[config.mk]
export PLATFORM = sky130hd
export DESIGN_NAME = alu4_nibble_seq
export DESIGN_NICKNAME = d
export VERILOG_FILES = /design/src/rtl/alu4_nibble_seq.sv
export SDC_FILE = /design/constraint.sdc
export NUM_CORES = 1
export LEC_CHECK = 0
export CORE_UTILIZATION = 40
export CTS_CLUSTER_DIAMETER = 30
export DETAILED_ROUTE_END_ITERATION = 8
export GPL_TIMING_DRIVEN = 0
export PLACE_DENSITY = 0.76
export SLEW_MARGIN = 15
export SYNTH_ARGS = -nofsm -noshare
export SYNTH_HDL_FRONTEND = slang
export SYNTH_SLANG_ARGS = --single-unit
[constraint.sdc]
create_clock -name clk -period 2.35 [get_ports clk]
set_clock_uncertainty 0.15 [all_clocks]
set_input_delay 0.47 -clock clk [delete_from_list [all_inputs] [get_ports clk]]
set_output_delay 0.47 -clock clk [all_outputs]
set_load 0.01 [all_outputs]
[src/rtl/alu4_nibble_seq.sv]
// -----------------------------------------------------------------------------
// alu4_nibble_seq
//
// Multi-cycle controller that runs a W = 4*NIBBLES bit operation through one
// external, purely combinational 4-bit ALU. It presents one nibble per cycle,
// least significant first, and chains the ALU carry between nibbles. It then
// assembles the wide result and produces the wide co/V/Z flags.
//
// Ports
//   clk, rst                 clock, synchronous active-high reset
//   start                    operation request, sampled only in IDLE
//   M, S, cin                mode, function select, operation carry-in
//   a, b        [W-1:0]      wide operands, latched on acceptance
//   busy                     high during the RUN cycles
//   done                     one-cycle pulse; result/flags valid from here on
//   result      [W-1:0]      assembled result, held until the next start
//   co, V, Z                 wide flags (co/V forced to 0 in logic mode)
//   alu_a, alu_b, alu_cin,
//   alu_M, alu_S             nibble drive to the ALU4 (all 0 outside RUN)
//   alu_do, alu_co, alu_V,
//   alu_Z                    ALU4 response (alu_Z unused; wide Z is local)
// -----------------------------------------------------------------------------
module alu4_nibble_seq #(
  parameter int NIBBLES = 2
) (
  input  logic                   clk,
  input  logic                   rst,
  input  logic                   start,
  input  logic                   M,
  input  logic [3:0]             S,
  input  logic                   cin,
  input  logic [4*NIBBLES-1:0]   a,
  input  logic [4*NIBBLES-1:0]   b,
  output logic                   busy,
  output logic                   done,
  output logic [4*NIBBLES-1:0]   result,
  output logic                   co,
  output logic                   V,
  output logic                   Z,
  output logic [3:0]             alu_a,
  output logic [3:0]             alu_b,
  output logic                   alu_cin,
  output logic                   alu_M,
  output logic [3:0]             alu_S,
  input  logic [3:0]             alu_do,
  input  logic                   alu_co,
  input  logic                   alu_V,
  input  logic                   alu_Z
);

  localparam int W  = 4 * NIBBLES;
  // One extra bit so the index can reach NIBBLES without wrapping.
  localparam int IW = $clog2(NIBBLES) + 1;
  localparam logic [IW-1:0] LAST = IW'(NIBBLES - 1);

  typedef enum logic [1:0] {
    ST_IDLE = 2'd0,
    ST_RUN  = 2'd1,
    ST_DONE = 2'd2
  } state_e;

  state_e          state_q, state_d;
  logic [IW-1:0]   idx_q, idx_d;
  logic            carry_q, carry_d;
  logic [W-1:0]    a_q, a_d;
  logic [W-1:0]    b_q, b_d;
  logic            m_q, m_d;
  logic [3:0]      s_q, s_d;
  logic            cin_q, cin_d;
  logic [W-1:0]    result_q, result_d;
  logic            co_q, co_d;
  logic            v_q, v_d;
  logic            z_q, z_d;

  // Bit offset of the current nibble (idx * 4).
  logic [IW+1:0]   sh;
  assign sh = {idx_q, 2'b00};

  // The wide zero flag is computed locally from the assembled result.
  logic unused_alu_z;
  assign unused_alu_z = alu_Z;

  always_comb begin
    // NOTE: every signal gets a default first, so no path leaves one
    // unassigned and no latch is inferred.
    state_d  = state_q;
    idx_d    = idx_q;
    carry_d  = carry_q;
    a_d      = a_q;
    b_d      = b_q;
    m_d      = m_q;
    s_d      = s_q;
    cin_d    = cin_q;
    result_d = result_q;
    co_d     = co_q;
    v_d      = v_q;
    z_d      = z_q;
    alu_a    = '0;
    alu_b    = '0;
    alu_cin  = 1'b0;
    alu_M    = 1'b0;
    alu_S    = '0;

    unique case (state_q)
      ST_IDLE: begin
        if (start) begin
          state_d  = ST_RUN;
          a_d      = a;
          b_d      = b;
          m_d      = M;
          s_d      = S;
          cin_d    = cin;
          idx_d    = '0;
          result_d = '0;
        end
      end

      ST_RUN: begin
        alu_a   = 4'(a_q >> sh);
        alu_b   = 4'(b_q >> sh);
        alu_M   = m_q;
        alu_S   = s_q;
        // Arithmetic chains the nibble carry; logic mode passes cin to every nibble.
        alu_cin = (idx_q == '0) ? cin_q : (m_q ? carry_q : cin_q);

        result_d = (result_q & ~(W'(4'hF) << sh)) | (W'(alu_do) << sh);
        carry_d  = alu_co;
        idx_d    = idx_q + IW'(1);

        if (idx_q == LAST) begin
          state_d = ST_DONE;
          co_d    = m_q & alu_co;
          v_d     = m_q & alu_V;
          z_d     = (result_d == '0);
        end
      end

      ST_DONE: state_d = ST_IDLE;

      default: state_d = ST_IDLE;
    endcase
  end

  always_ff @(posedge clk) begin
    // NOTE: state registers use non-blocking assignments so all of them
    // update together from values sampled before the edge.
    if (rst) begin
      state_q  <= ST_IDLE;
      idx_q    <= '0;
      carry_q  <= 1'b0;
      a_q      <= '0;
      b_q      <= '0;
      m_q      <= 1'b0;
      s_q      <= '0;
      cin_q    <= 1'b0;
      result_q <= '0;
      co_q     <= 1'b0;
      v_q      <= 1'b0;
      z_q      <= 1'b0;
    end else begin
      state_q  <= state_d;
      idx_q    <= idx_d;
      carry_q  <= carry_d;
      a_q      <= a_d;
      b_q      <= b_d;
      m_q      <= m_d;
      s_q      <= s_d;
      cin_q    <= cin_d;
      result_q <= result_d;
      co_q     <= co_d;
      v_q      <= v_d;
      z_q      <= z_d;
    end
  end

  assign busy   = (state_q == ST_RUN);
  assign done   = (state_q == ST_DONE);
  assign result = result_q;
  assign co     = co_q;
  assign V      = v_q;
  assign Z      = z_q;

endmodule

* After elaboration in Yosys (flattened, before gate mapping)
Cells that the tools add are included.
** Storage, ports and cells
- Register bits after elaboration :: 38
- Bits in latches :: 0
- RAM bits :: 0
- Memory bits (read-only) :: 0
- Bits of input ports :: 32
- Output and inout bits :: 27
- Memories :: 0
** Cells by class
- $add $sub $neg :: 1
- $mul :: 0
- Divide/modulo/power cells :: 0
- Order comparisons :: 0
- Equal/unequal tests :: 5
- Shift operators :: 4
- Mux-type cells :: 14
- Bitwise gates (word level) :: 5
- Reduce and logical (&&, ||, !) cells :: 8
** Operator list (number)
- one-hot mux 8 bit (2 select lines) :: 1
- >> shifter 8 x 4 -> 4 bit :: 2
- two-way mux 4 bit :: 3
- AND 8 bit :: 1
- logical NOT 8 bit :: 1
- two-way mux 8 bit :: 1
- inverter 8 bit :: 1
- bitwise OR 8 bit :: 1
- one-hot mux 2 bit (2 select lines) :: 2
- AND reduction 2 bit :: 4
- << shifter 4 x 4 -> 8 bit :: 1
- << shifter 4 x 4 -> 8 bit (first input constant) :: 1
- two-way mux 2 bit :: 3
- equality test 2 x 1 -> 1 bit (second input constant) :: 2
- logical NOT 2 bit :: 2
- two-way mux 1 bit :: 4
- adder 2 x 1 -> 2 bit (second input constant) :: 1
- AND 1 bit :: 2
- equality test 2 bit (second input constant) :: 1
- inequality test 2 x 1 -> 1 bit (second input constant) :: 1
- inequality test 2 bit (second input constant) :: 1
- nonzero test 2 bit :: 1

* Logic depth before layout (Yosys ltp)
Gate-level depths: netlist of run 1.
- Depth in word-level cells :: 5
- Mapped depth :: 7
- Mapped depth without buffers :: 6

* Worst setup path before layout of run 1
Ideal clock, no wire load.
- Path kind :: reg2reg
- Start :: register idx_q[0]
- End :: register z_q (netlist: Z)
- Library setup time :: 0.088 ns
- Arrival time :: 1.781 ns
- Path slack :: 0.331 ns
- Stages on the path, launching flop included :: 8
- Path through :: dfxtp_1 buf_2 inv_1 ha_1 inv_1 a22o_1 or4_1 o32ai_2
** On the way
- Cells in the longest elaborated chain, start to end :: 5
- Elaborated cells on any way between the ends :: 8
- Classes of those cells :: eq/ne: 1; shift: 2; bitwise: 3; reduce/logical: 2
** RTL lines
- start: declaration :: line 63 : logic [IW-1:0] idx_q, idx_d;
- start signal: assignment :: line 162 : idx_q <= idx_d;
- << shifter 4 x 4 -> 8 bit :: line 126 : result_d = (result_q & ~(W'(4'hF) << sh)) | (W'(alu_do) << sh);
- inverter 8 bit :: line 126
- AND 8 bit :: line 126
- bitwise OR 8 bit :: line 126
- logical NOT 8 bit :: line 134 : z_d = (result_d == '0);
- end signal: assignment :: line 172 : z_q <= z_d;
- end: declaration :: line 73 : logic z_q, z_d;
Parallel ways exist; a longest one is shown, timed or not.
A chain may end at the register's enable or synchronous reset.

* Worst setup path in the final report of run 1
- Start :: register idx_q[0]
- End :: output alu_cin
** On the way
- Cells in the longest elaborated chain, start to end :: 3
** RTL lines
- logical NOT 2 bit :: line 124 : alu_cin = (idx_q == '0) ? cin_q : (m_q ? carry_q : cin_q);
- two-way mux 1 bit :: line 124
- two-way mux 1 bit :: line 104 : unique case (state_q)
- end: declaration :: line 42 : output logic alu_cin,
No other way between the ends.

==> run_results.csv, run 1 <==
group,metric,value,unit
global_routing,gr-total-overflow,0,
sta,fmax,0.439,GHz
pwr,peakVddDrop,0.373,mV
synthesis,ys_dominant_reg_cell,"dfxtp_1",
pwr,p_per_area,607,nW/um2
synthesis,synth_top_area_frac,0.466,
drt,drt_wl_total,4120,um
die,die_h,65.9,um
worst_setup_path,arrival,1660,ps
die,fp.dieW,65.9,um
synthesis,synth_seq_cells,38,
worst_setup_path,startpoint_type,"flop",
synthesis,netlist_instances,206,
pwr,total_switching_power,393,uW
pwr,power_frac_seq,0.485,
worst_setup_path,required,1730,ps
synthesis,synth_area_leaders,"dfxtp_1 (47%), nand2_1 (13%), a21oi_1 (8.0%)",
worst_hold_path,hold_path.class,"flop to flop",
clocking,clockBufferDepth,2,
final_layout,drive_gt1_frac,0.0952,
clocking,clk_pin_slew,70,ps
placement,io_buffer_count,57,
clocking,h-tree-depth,2,
drt,drt_iter0_drc,100,
sta,setup_viol,0,
die,start_util,0.430,
worst_setup_path,worstSetupEndpointType,"output port",
synthesis,netlist.top_cell.by_area,"dfxtp_1",
pwr,clockPowerShare,0.311,
drt,vias_per_cell,5.12,
placement,dpl.cell_count,311,
pwr,power.total,1.46,mW
final_layout,area_growth,47.0,%
die,ioPinCount,59,
placement,routabilityCongestion,0.840,
status,status,"finished, final reports clean",
drt,firstDrtPassIters,4,
clocking,clock_latency,280,ps
global_routing,grt_max_degree,12,
pwr,p_comb_frac,0.204,
synthesis,yosysWarningCount,0,
final_layout,n_antenna_cell,0,
final_layout,finalNonFillerCells,321,
clocking,cts_tree,"built",
pwr,p_sw_frac,0.270,
synthesis,synth-edff-count,0,
pwr,p_leak,0.955,nW
die,core,3800,um2
placement,hpwlAfterDp,3030,um
drt,wire_per_inst,12.8,um
final_layout,num-nets-final,306,
sta,finalCritPeriodShare,0.969,
synthesis,synth_area,1630,um2
synthesis,ys_seq_area_frac,0.466,
flow_run,max_cap_violations,0,
final_layout,final_common_cell,"nand2_1",
final_layout,final_cell_mix,"nand2_1 (54), clkdlybuf4s50_1 (43), dfxtp_1 (35)",
sta,worst_pin_slew,494,ps
final_layout,nFillCells,360,
die,die_area,4340,um2
global_routing,grt_pass1_vias,1409,
drt,ant_nets,0,
drt,vias,1642,
sta,period_needed,2280,ps
synthesis,synth_nets,240,
global_routing,grtUsageTotal,0.197,
worst_setup_path,criticalPathCategory,"flop to output port",
global_routing,antenna_found_initial,0,
synthesis,synth.distinct_cells,27,
sta,finalHoldViolations,0,
sta,fin_hold_ws,301,ps
pwr,p_int,1.06,mW
drt,drc,0,
die,row_count,22,
sta,slew_violations,0,
sta,relSlewSlack,0.671,
clocking,clkSinkCount,38,
synthesis,synth_area_per_cell,7.93,um2
worst_setup_path,cp_max_fo,10,
global_routing,grt_pass1_wl,6440,um
synthesis,async_reset_ff_frac,0,
clocking,cts_root_buf,"clkbuf_8",
clocking,numCtsBuffers,5,
routing by layer:
layer  vias up  GRT usage  wire length, um
met2        53      0.283             1880
li1        827          -                -
met1       756      0.279             2010
met3         6     0.0517              199
met4         0     0.0652               30
met5         -          0                0
per-stage QoR:
stage	setup TNS [ps]	utilization	worst slack (ps)	instance area [um2]
2_1_floorplan	0	-	331	1630
3_3_place_gp	-1480	0.596	-225	2260
3_5_place_dp	-1700	0.596	-231	2260
4_1_cts	-109	0.628	-109	2390
5_1_grt	-1.92	0.632	-1.92	2400
6_report	0	0.632	73.0	2400
power groups by stage:
stage / registers (mW) / logic, mW / clock network, mW
2_1_floorplan: 0.715 / 0.154 / 0
3_3_place_gp: 0.717 / 0.275 / 0
3_5_place_dp: 0.719 / 0.278 / 0
4_1_cts: 0.707 / 0.290 / 0.462
5_1_grt: 0.711 / 0.325 / 0.496
6_report: 0.707 / 0.297 / 0.453
cell usage after synthesis, drive strengths merged (2+ instances only):
cell type  number
a21oi          26
and2            5
mux2i           8
a211oi          2
clkbuf          8
nand4           2
a22o            3
a21o            2
nor2b           4
buf             4
nand2          55
nand2b          2
a32oi           4
a22oi           5
ha              2
dfxtp          38
inv             5
nor2           23
registers in the layout, indices dropped and copies added (netlist names):
signal / count
V: 1
result: 8
state_q: 2
cin_q: 1
co: 1
idx_q: 2
a_q: 8
m_q: 1
Z: 1
carry_q: 1
s_q: 4
b_q: 8
worst max-delay path, cell delays in order, from the launching register on:
cell      delay (ps)
dfxtp_4          360
buf_8            150
inv_2             70
ha_2             190
inv_1             80
a21boi_1         140
a31oi_1           50
nor2_1           160
clkbuf_2         150
cell families after synthesis:
logic type | synth area share
AOI/OAI and AO/OA | 0.190
and+or+nand+nor | 0.238
DFF | 0.466
adders and majority gates | 0.0153
muxes | 0.0490
buffers and inverters | 0.0421
worst paths after layout:
| path | end | cells past startpoint | slack [ps] | from |
|---|---|---|---|---|
| max | alu_cin | 8 | 70 | idx_q[0] |
| max reg2reg | Z | 6 | 230 | idx_q[1] |
| min reg2reg | V | 2 | 300 | V |
| min | V | 2 | 300 | V |
what timing repair did:
item                       CTS  global route
hold buffers                 0             0
cloned                       0             0
setup buffers                0             2
setup endpoints to repair   15             1
pin swaps                    0             1
gates resized for setup     31             5
final cells by class:
type                            count  area (um2)  area share
Multi-Input combinational cell    151         823       0.343
Buffer                             12        76.3      0.0318
Clock buffer                        7        86.3      0.0360
Timing Repair Buffer               59         564       0.235
Inverter                            5        18.8     0.00782
Sequential cell                    38         767       0.319
Tap cell                           48        60.1      0.0250
Clock inverter                      1        5.00     0.00208
No activity file was read; power rests on OpenSTA's default activity.
==> run 2, diff against run 1 <==
--- a/config.mk
+++ b/config.mk
@@ -5,11 +5,12 @@
 export SDC_FILE = /design/constraint.sdc
 export NUM_CORES = 1
 export LEC_CHECK = 0
+export ABC_AREA = 1
 export CORE_UTILIZATION = 40
 export CTS_CLUSTER_DIAMETER = 30
 export DETAILED_ROUTE_END_ITERATION = 8
 export GPL_TIMING_DRIVEN = 0
-export PLACE_DENSITY = 0.76
+export PLACE_DENSITY = 0.73
 export SLEW_MARGIN = 15
 export SYNTH_ARGS = -nofsm -noshare
 export SYNTH_HDL_FRONTEND = slang
==> run 2 against run 1 <==
Compared with the run above: area after synthesis is 4.4% higher; first-iteration DRC count rose by 10%; fmax up 2.3%; critical endpoint unchanged.
==> run_results.csv, run 2 <==
group,metric,value,unit
status,status,"finished, final reports clean",
die,start_util,0.420,
die,row_count,23,
synthesis,synth_most_common_cell,"nor2_1",
final_layout,num-nets-final,343,
synthesis,synth_top_area_frac,0.446,
pwr,power.total,1.46,mW
clocking,numCtsBuffers,5,
global_routing,gr-total-overflow,0,
flow_run,max_cap_violations,0,
final_layout,drive_gt1_frac,0.0971,
sta,worst_pin_slew,459,ps
placement,routabilityCongestion,0.831,
worst_setup_path,crit_path_max_incr_delay,340,ps
final_layout,area_growth,41.7,%
synthesis,synth_seq_cells,38,
worst_setup_path,arrival,1610,ps
synthesis,synth.distinct_cells,23,
die,die_h,67.3,um
clocking,h-tree-depth,2,
drt,wire_per_inst,12.0,um
sta,period_needed,2230,ps
global_routing,antenna_found_initial,0,
final_layout,final_cell_mix,"nor2_1 (58), clkdlybuf4s50_1 (48), nand2_1 (41)",
synthesis,ys_seq_area_frac,0.446,
die,ioPinCount,59,
worst_setup_path,cp_max_fo,9,
worst_setup_path,path_cells,"buf_4, clkinv_4, ha_2, inv_1, a21oi_1, nor3_1, clkbuf_2",
drt,drt_iter0_drc,110,
clocking,clockBufferDepth,2,
synthesis,async_reset_ff_frac,0,
final_layout,n_antenna_cell,0,
final_layout,final_common_cell,"nor2_1",
drt,drc,0,
pwr,p_per_area,603,nW/um2
final_layout,nFillCells,406,
clocking,cts_root_buf,"clkbuf_8",
clocking,postCtsHoldBufs,0,
sta,slew_violations,0,
synthesis,synth_area_leaders,"dfxtp_1 (45%), nor2_1 (13%), a21oi_1 (9.1%)",
placement,hpwlAfterDp,3140,um
drt,vias,1716,
clocking,clk_pin_slew,70,ps
synthesis,synth_area,1700,um2
global_routing,grt_pass1_vias,1723,
sta,setup_viol,0,
placement,io_buffer_count,57,
worst_setup_path,startpoint_type,"flop",
synthesis,yosysWarningCount,0,
worst_setup_path,worstSetupEndpointType,"output port",
sta,finalHoldViolations,0,
die,fp.dieW,67.3,um
pwr,p_leak,0.987,nW
synthesis,synth-edff-count,0,
synthesis,ys_top_cells_by_count,"nor2_1 (58), nand2_1 (41), dfxtp_1 (38), a21oi_1 (31), o21ai_0 (28)",
clocking,clock_latency,290,ps
sta,fmax,0.449,GHz
synthesis,netlist.top_cell.by_area,"dfxtp_1",
global_routing,grt_pass1_wl,7340,um
clocking,cts_tree,"built",
synthesis,synth_area_per_cell,6.96,um2
synthesis,netlist_instances,245,
sta,rsz0062_at_grt,"no",
synthesis,synth_nets,279,
die,core,4060,um2
drt,firstDrtPassIters,4,
synthesis,ys_dominant_reg_cell,"dfxtp_1",
worst_setup_path,cp_slowest_cell,"dfxtp_1",
sta,relSlewSlack,0.694,
global_routing,grt_max_degree,12,
pwr,peakVddDrop,0.283,mV
drt,drt_wl_total,4300,um
drt,vias_per_cell,4.78,
worst_setup_path,criticalPathCategory,"flop to output port",
sta,finalCritPeriodShare,0.947,
die,die_area,4530,um2
worst_setup_path,cpLargestDelayFamily,"buffers and inverters",
drt,ant_nets,0,
worst_setup_path,path_buf_inv,4,
final_layout,postLayoutCoreUtil,0.595,
worst_setup_path,required,1730,ps
clocking,clkSinkCount,38,
worst_hold_path,hold_path.class,"flop to flop",
global_routing,grtUsageTotal,0.220,
==> run 2: cell types whose count changed after synthesis, moves of 5 or more <==
cell | before | now
mux2i_1 | 8 | 0
nand2_1 | 55 | 41
and2_1 | 5 | 0
inv_1 | 4 | 15
a21oi_1 | 26 | 31
a22oi_1 | 5 | 0
clkbuf_1 | 8 | 3
o21ai_0 | 1 | 28
nor2_1 | 23 | 58
==> run 2: stage by stage <==
stage                     setup TNS [ps]  std cells  setup WS [ps]  cell area, um2  hold slack [ps]
after global routing                   0        359           15.4            2410              332
final                                  0        359            124            2410              301
after global placement              -256        352           -256            2340              291
after floorplan                        0        245            376            1700              279
after CTS                              0        359           7.50            2420              304
after detailed placement            -271        352           -271            2340              293
==> run 2: worst paths after layout <==
path	start	end	slack, ps	cells past startpoint
setup reg to reg	idx_q[1]	Z	720	6
hold / removal	s_q[3]	s_q[3]	300	2
setup / recovery	idx_q[0]	alu_cin	120	7
hold reg to reg	s_q[3]	s_q[3]	300	2
==> run 2: per-layer routing <==
metal	track usage	wire, um
met1	0.267	1960
met2	0.359	2020
met3	0.0456	219
met4	0.125	94
met5	0	0
==> run 2: area by class of cell <==
type	instances	area (um2)	share of cell area
buffer	10	75.1	0.0311
clock buffer	5	68.8	0.0285
inverter	21	83.8	0.0347
tap	50	62.6	0.0259
multi-input combinational	176	797	0.330
timing repair buffer	57	556	0.230
sequential	38	762	0.316
clock inverter	2	10.0	0.00415
==> run 2: kinds of logic after synthesis <==
family / share of synthesized area
compound gates: 0.173
fa+ha+maj: 0.0147
buf+inv: 0.0874
flops: 0.446
simple gates: 0.278
==> run 2: report_power, final <==
part	switching [mW]	leakage, nW	internal (mW)
sequential	0.0273	0.313	0.693
combinational	0.171	0.630	0.148
clock	0.218	0.0438	0.199
==> run 2: worst min-delay path: stages, from the launching register on <==
cell and delay [ps]:
dfxtp_1 300, inv_1 60, a21oi_1 50
==> run 2: what timing repair did <==
action / CTS / global route
setup buffers: 0 / 0
gates resized for setup: 16 / 1
cloned: 0 / 0
endpoints found under the setup margin: 9 / 1
